`src/rtl/serial2tcp_pkg.sv`:
```
// Shared types and constants for the serial2tcp stream loopback block.
package serial2tcp_pkg;

  typedef enum logic [1:0] {
    MODE_LOOPBACK = 2'd0,
    MODE_INVERT   = 2'd1,
    MODE_DRAIN    = 2'd2,
    MODE_GEN      = 2'd3
  } mode_e;

  localparam int unsigned STALL_LIMIT = 255;
  localparam int unsigned STALL_W     = 8;

  // True for the modes in which the source stream is pushed into the FIFO.
  function automatic logic is_stream_mode(input mode_e m);
    return (m == MODE_LOOPBACK) || (m == MODE_INVERT);
  endfunction

endpackage

```
`src/rtl/serial2tcp_sync_fifo.sv`:
```
// Show-ahead synchronous FIFO: the head entry is always visible on pop_data.
module serial2tcp_sync_fifo #(
  parameter int DATA_W  = 8,
  parameter int DEPTH   = 16,
  parameter int LEVEL_W = $clog2(DEPTH) + 1
) (
  input  logic              clk,
  input  logic              rst_n,
  input  logic              push,
  input  logic [DATA_W-1:0] push_data,
  input  logic              pop,
  output logic [DATA_W-1:0] pop_data,
  output logic              full,
  output logic              empty,
  output logic [LEVEL_W-1:0] count
);
  import serial2tcp_pkg::*;

  localparam int PTR_W = $clog2(DEPTH);

  logic [DATA_W-1:0]  mem_r [DEPTH];
  logic [PTR_W-1:0]   wr_ptr_r;
  logic [PTR_W-1:0]   rd_ptr_r;
  logic [LEVEL_W-1:0] count_r;
  logic               do_push_s;
  logic               do_pop_s;

  assign full      = (count_r == LEVEL_W'(DEPTH));
  assign empty     = (count_r == {LEVEL_W{1'b0}});
  assign do_push_s = push && !full;
  assign do_pop_s  = pop && !empty;
  assign pop_data  = mem_r[rd_ptr_r];
  assign count     = count_r;

  // Storage array; written only, never reset.
  always_ff @(posedge clk) begin
    if (do_push_s) begin
      mem_r[wr_ptr_r] <= push_data;
    end
  end

  // Pointer and occupancy tracking; pointers wrap naturally at DEPTH.
  always_ff @(posedge clk or negedge rst_n) begin
    if (!rst_n) begin
      wr_ptr_r <= {PTR_W{1'b0}};
      rd_ptr_r <= {PTR_W{1'b0}};
      count_r  <= {LEVEL_W{1'b0}};
    end else begin
      if (do_push_s) wr_ptr_r <= wr_ptr_r + PTR_W'(1);
      if (do_pop_s)  rd_ptr_r <= rd_ptr_r + PTR_W'(1);
      case ({do_push_s, do_pop_s})
        2'b10:   count_r <= count_r + LEVEL_W'(1);
        2'b01:   count_r <= count_r - LEVEL_W'(1);
        default: count_r <= count_r;
      endcase
    end
  end

endmodule

```
`src/rtl/serial2tcp_stream_loopback.sv`:
```
// Stream loopback with invert/drain/generate modes and stall detection.
// Define SERIAL2TCP_STREAM_LOOPBACK_STATS_EN to add rx_count/tx_count outputs.
module serial2tcp_stream_loopback #(
  parameter int DATA_W  = 8,
  parameter int DEPTH   = 16,
  parameter int LEVEL_W = $clog2(DEPTH) + 1
) (
  input  logic               sys_clk,
  input  logic               sys_rst_n,
  input  logic [1:0]         mode,
  input  logic               serial2tcp_source_valid,
  output logic               serial2tcp_source_ready,
  input  logic [DATA_W-1:0]  serial2tcp_source_data,
  output logic               serial2tcp_sink_valid,
  input  logic               serial2tcp_sink_ready,
  output logic [DATA_W-1:0]  serial2tcp_sink_data,
  output logic [LEVEL_W-1:0] level,
`ifdef SERIAL2TCP_STREAM_LOOPBACK_STATS_EN
  output logic [31:0]        rx_count,
  output logic [31:0]        tx_count,
`endif
  output logic               overflow
);
  import serial2tcp_pkg::*;

  mode_e              mode_s;
  logic               full_s;
  logic               empty_s;
  logic               ready_s;
  logic               push_s;
  logic [DATA_W-1:0]  push_data_s;
  logic               pop_s;
  logic               stall_s;
  logic [DATA_W-1:0]  gen_cnt_r;
  logic [STALL_W-1:0] stall_r;
  logic               overflow_r;

  assign mode_s = mode_e'(mode);

  // Write-side mode mux: selects ready policy and the word pushed this cycle.
  always_comb begin
    ready_s     = 1'b0;
    push_s      = 1'b0;
    push_data_s = {DATA_W{1'b0}};
    case (mode_s)
      MODE_LOOPBACK: begin
        ready_s     = !full_s;
        push_s      = serial2tcp_source_valid && !full_s;
        push_data_s = serial2tcp_source_data;
      end
      MODE_INVERT: begin
        ready_s     = !full_s;
        push_s      = serial2tcp_source_valid && !full_s;
        push_data_s = ~serial2tcp_source_data;
      end
      MODE_DRAIN: begin
        ready_s = 1'b1;
      end
      MODE_GEN: begin
        push_s      = !full_s;
        push_data_s = gen_cnt_r;
      end
      default: begin
        ready_s = 1'b0;
      end
    endcase
  end

  // Ready is forced low while reset is held, even though the FIFO reads empty.
  assign serial2tcp_source_ready = ready_s & sys_rst_n;
  assign pop_s   = serial2tcp_sink_ready && !empty_s;
  assign stall_s = serial2tcp_source_valid && !serial2tcp_source_ready && is_stream_mode(mode_s);

  serial2tcp_sync_fifo #(
    .DATA_W (DATA_W),
    .DEPTH  (DEPTH),
    .LEVEL_W(LEVEL_W)
  ) u_fifo (
    .clk      (sys_clk),
    .rst_n    (sys_rst_n),
    .push     (push_s),
    .push_data(push_data_s),
    .pop      (pop_s),
    .pop_data (serial2tcp_sink_data),
    .full     (full_s),
    .empty    (empty_s),
    .count    (level)
  );

  assign serial2tcp_sink_valid = !empty_s;
  assign overflow              = overflow_r;

  // Pattern counter, stall counter and sticky overflow flag.
  always_ff @(posedge sys_clk or negedge sys_rst_n) begin
    if (!sys_rst_n) begin
      gen_cnt_r  <= {DATA_W{1'b0}};
      stall_r    <= {STALL_W{1'b0}};
      overflow_r <= 1'b0;
    end else begin
      if (mode_s == MODE_GEN && !full_s) gen_cnt_r <= gen_cnt_r + DATA_W'(1);
      if (stall_s) begin
        if (stall_r != STALL_W'(STALL_LIMIT)) stall_r <= stall_r + STALL_W'(1);
        if (stall_r == STALL_W'(STALL_LIMIT - 1)) overflow_r <= 1'b1;
      end else begin
        stall_r <= {STALL_W{1'b0}};
      end
    end
  end

`ifdef SERIAL2TCP_STREAM_LOOPBACK_STATS_EN
  // Free-running transfer counters for both stream sides.
  always_ff @(posedge sys_clk or negedge sys_rst_n) begin
    if (!sys_rst_n) begin
      rx_count <= 32'd0;
      tx_count <= 32'd0;
    end else begin
      if (serial2tcp_source_valid && serial2tcp_source_ready) rx_count <= rx_count + 32'd1;
      if (pop_s) tx_count <= tx_count + 32'd1;
    end
  end
`endif

endmodule

```
`config.mk`:
```
export PLATFORM = sky130hd
export DESIGN_NAME = serial2tcp_stream_loopback
export DESIGN_NICKNAME = d
export VERILOG_FILES = /design/src/rtl/serial2tcp_pkg.sv /design/src/rtl/serial2tcp_sync_fifo.sv /design/src/rtl/serial2tcp_stream_loopback.sv
export SDC_FILE = /design/constraint.sdc
export NUM_CORES = 1
export LEC_CHECK = 0
export BUFFER_PORTS_ARGS = -buffer_cell sky130_fd_sc_hd__buf_2
export CORE_MARGIN = 2
export CORE_UTILIZATION = 60
export CTS_CLUSTER_SIZE = 24
export DETAILED_ROUTE_END_ITERATION = 12
export PLACE_DENSITY_LB_ADDON = 0.1
export SYNTH_ARGS = -nofsm -noshare
export SYNTH_HDL_FRONTEND = slang
export SYNTH_SLANG_ARGS = --single-unit
```
`constraint.sdc`:
```
create_clock -name sys_clk -period 2.7 [get_ports sys_clk]
set_input_delay 0.54 -clock sys_clk [delete_from_list [all_inputs] [get_ports sys_clk]]
set_output_delay 0.54 -clock sys_clk [all_outputs]
set_load 0.03 [all_outputs]
```
==> out/qor.csv <==
metric;value;unit
status;finished with violations;
Syn Inst Count;402;
Placed Cells;582;
worst endpoint required time;2160;ps
die width;109;um
Yosys top cell by area;edfxtp_1;
Worst VDD drop;0.00109;V
mux contribution to synthesized area;11.5;%
EDFF count, synth;128;
fmax;369;MHz
Clk pwr share;25.4;%
clk_lat worst skew;520;ps
Antenna Nets Post-Route;0;
Int Pwr;5660;uW
violated checks;setup timing;
max incr delay on CP;530;ps
Hold WC Path Type;input port to asynchronous set/reset pin;
Synth Net Count;428;
routed len/inst;19.9;um
CTS root buf;clkbuf_8;
drt drc;0;
pin count of the biggest net entering global routing;36;
RSZ-0062 raised after global routing;true;
CP Max Fanout;8;
slowest CP cell;mux4_2;
Distinct cells, synth;45;
final worst path period share;100;%
Worst setup SP type;register;
diode count;0;
Synth Area in Simple Gates;6.97;%
Worst Max-Slew Pin Slew;592;ps
number of global-route vias before repair;3752;
synth warn;0;
Max-Cap Viols;0;
Clock Sinks;158;
dpl hpwl;7.96;mm
core area;10800;um2
first-pass GRT wire length;19.8;mm
Layout Skew;8.66;ps
post-synthesis adder-cell area fraction;2.25;%
Synth async-reset ratio;19.0;%
Sequential Power Share;38.7;%
1st-pass router iterations;4;
Pleak;0.00285;uW
share of the synthesized area in the top cell type;57.6;%
FF+latch count, synth;158;
die height;109;um
Place WS;221;ps
dominant synthesized flop cell;edfxtp_1;
CTS buffer count;17;
critical-path cell list;buf_12 > buf_16 > mux4_2 > a22oi_2 > nand2_1 > buf_6;
CTS tree;built;
synthesis-to-finish area growth;18.6;%
setup TNS;-9.01;ps
area of the die;12000;um2
ratio of cells with drive above 1 in the final layout;32.1;%
CP endpoint kind;primary output;
Mean Syn Cell Area;16.6;um2
Comb power frac;35.9;%
Longest Clk Path Bufs;2;
DRT iter0 DRCs;276;
gr ovfl total;0;
Power Density;1080;nW/um2
GP Congestion;0.841;
Final Slew Violations;0;
Buffers on Ports;29;
H-Tree Level Count;4;
post-route setup slack;-8.60;ps
CP delay by family, top;multiplexers;
WP data arrival;2170;ps
most frequent cells in the layout;edfxtp_1, buf_4, mux4_2;
Nets;493;
Mapped Area;6670;um2
Clk pin slew, worst setup/hold paths;70;ps
FP Rows;38;
NetSw;2850;uW
Final setup viols;2;
Vias;3596;
top post-synthesis cells by area;edfxtp_1, dfrtp_1, mux4_2;
crit path buf inv count;3;
Initial Util;61.6;%
Final Hold Fails;0;
Synth Area in Compound Gates;4.80;%
Post-Route WL;12.3;mm
Seq/Total Area, Yosys;68.8;%
commonest non-fill, non-tap cell in the layout;edfxtp_1;
Worst slew margin;60.3;%
Final min period;2710;ps
io pins;30;
Hold WS;412;ps
utilization of the core after routing;73.0;%
critical path type;register to primary output;
Post-Synth XOR/XNOR Area;3.67;%
via/cell ratio;5.80;
initial antenna violation count;0;
Total GRT Usage;23.1;%
Switching Fraction;33.5;%
largest family of logic cells by synthesized area;multiplexers;
Layout Cells excl Fill;620;
## timing repair
item / in CTS / in global routing
cloned: 2 / 0
setup endpoints to repair: 8 / 9
hold buffers: 1 / 0
resized for setup: 25 / 7
buffers inserted: 2 / 1
pin swaps: 2 / 5
endpoints found under the hold margin: 9 / 0
## per-stage QoR
step	instance area (um2)	power (uW)
global route	7920	8950
CTS	7880	8490
detailed placement	7150	5920
finish	7920	8510
floorplan	6670	5200
global placement	7150	5850
## worst reg2reg max path, stage by stage (launching register included)
cell,delay [ps]
dfrtp_1,450
nor4_4,360
a22oi_2,130
inv_1,90
ha_1,310
ha_1,330
nor3b_1,210
a21oi_1,60
a31oi_1,210
xnor2_1,140
## metal layers
metal	global-route usage, %	vias up	share of wire, %	wire, um
met5	0	-	0	0
met3	6.64	10	4.6	568
met2	39.5	89	52	6440
li1	-	1686	-	-
met1	29.4	1811	42	5200
met4	5.79	0	0.90	111
## sequential cells by signal, summed over array words and instances, names as in the netlist
| register | flops |
|---|---|
| u_fifo.rd_ptr_r | 4 |
| stall_r | 8 |
| u_fifo.count | 5 |
| overflow | 1 |
| gen_cnt_r | 8 |
| u_fifo.wr_ptr_r | 4 |
| u_fifo.mem_r | 128 |
## logic make-up (layout without fill, tap and decap cells)
kind of cell	Yosys count	in the layout
muxes	36	36
and+or+nand+nor	93	93
DFF	158	158
xor gates and xnor gates	28	28
buffers and inverters	28	106
AOI/OAI and AO/OA	47	47
adders and majority gates	12	12
## path summary, 6_finish.rpt
| check | slack (ps) | cells after the start | to | startpoint |
|---|---|---|---|---|
| worst max register to register | 330 | 9 | u_fifo.count[4] | u_fifo.count[0] |
| worst min-delay path | 410 | 2 | stall_r[0] | sys_rst_n |
| worst min register to register | 480 | 1 | overflow | overflow |
| max in group asynchronous | 1700 | 3 | u_fifo.rd_ptr_r[0] | sys_rst_n |
| worst max-delay path | -9 | 6 | serial2tcp_sink_data[6] | u_fifo.rd_ptr_r[0] |
| min in group sys_clk | 480 | 1 | overflow | overflow |
## synth_stat cells, drive strengths merged (2+ instances only)
| cell type | count |
|---|---|
| buf | 12 |
| a21oi | 6 |
| a22oi | 17 |
| edfxtp | 128 |
| o21ai | 11 |
| nor3 | 7 |
| nand2 | 32 |
| nand2b | 5 |
| mux4 | 32 |
| and2 | 3 |
| nand3 | 4 |
| nor2b | 2 |
| xnor2 | 24 |
| a21o | 2 |
| a31oi | 3 |
| dfrtp | 30 |
| nor2 | 21 |
| inv | 7 |
| clkbuf | 9 |
| and3 | 4 |
| nand4 | 7 |
| ha | 12 |
| mux2 | 3 |
| a211oi | 3 |
| xor2 | 4 |
| nor3b | 3 |
## area by class of cell
class | instances | area (um2)
fill | 670 | 2920
sequential | 158 | 4600
timing repair buffer | 67 | 557
tap | 140 | 175
clock buffer | 19 | 443
multi-input combinational | 216 | 2020
inverter | 7 | 26.3
clock inverter | 13 | 104
## power by group through the flow
stage | Clock (uW) | Sequential (uW) | Combinational [uW]
floorplan | 0 | 3290 | 1910
global placement | 0 | 3310 | 2540
detailed placement | 0 | 3330 | 2590
CTS | 2200 | 3290 | 3010
global route | 2310 | 3340 | 3300
finish | 2170 | 3290 | 3050
Note: power is estimated with default switching activity, not from simulation.
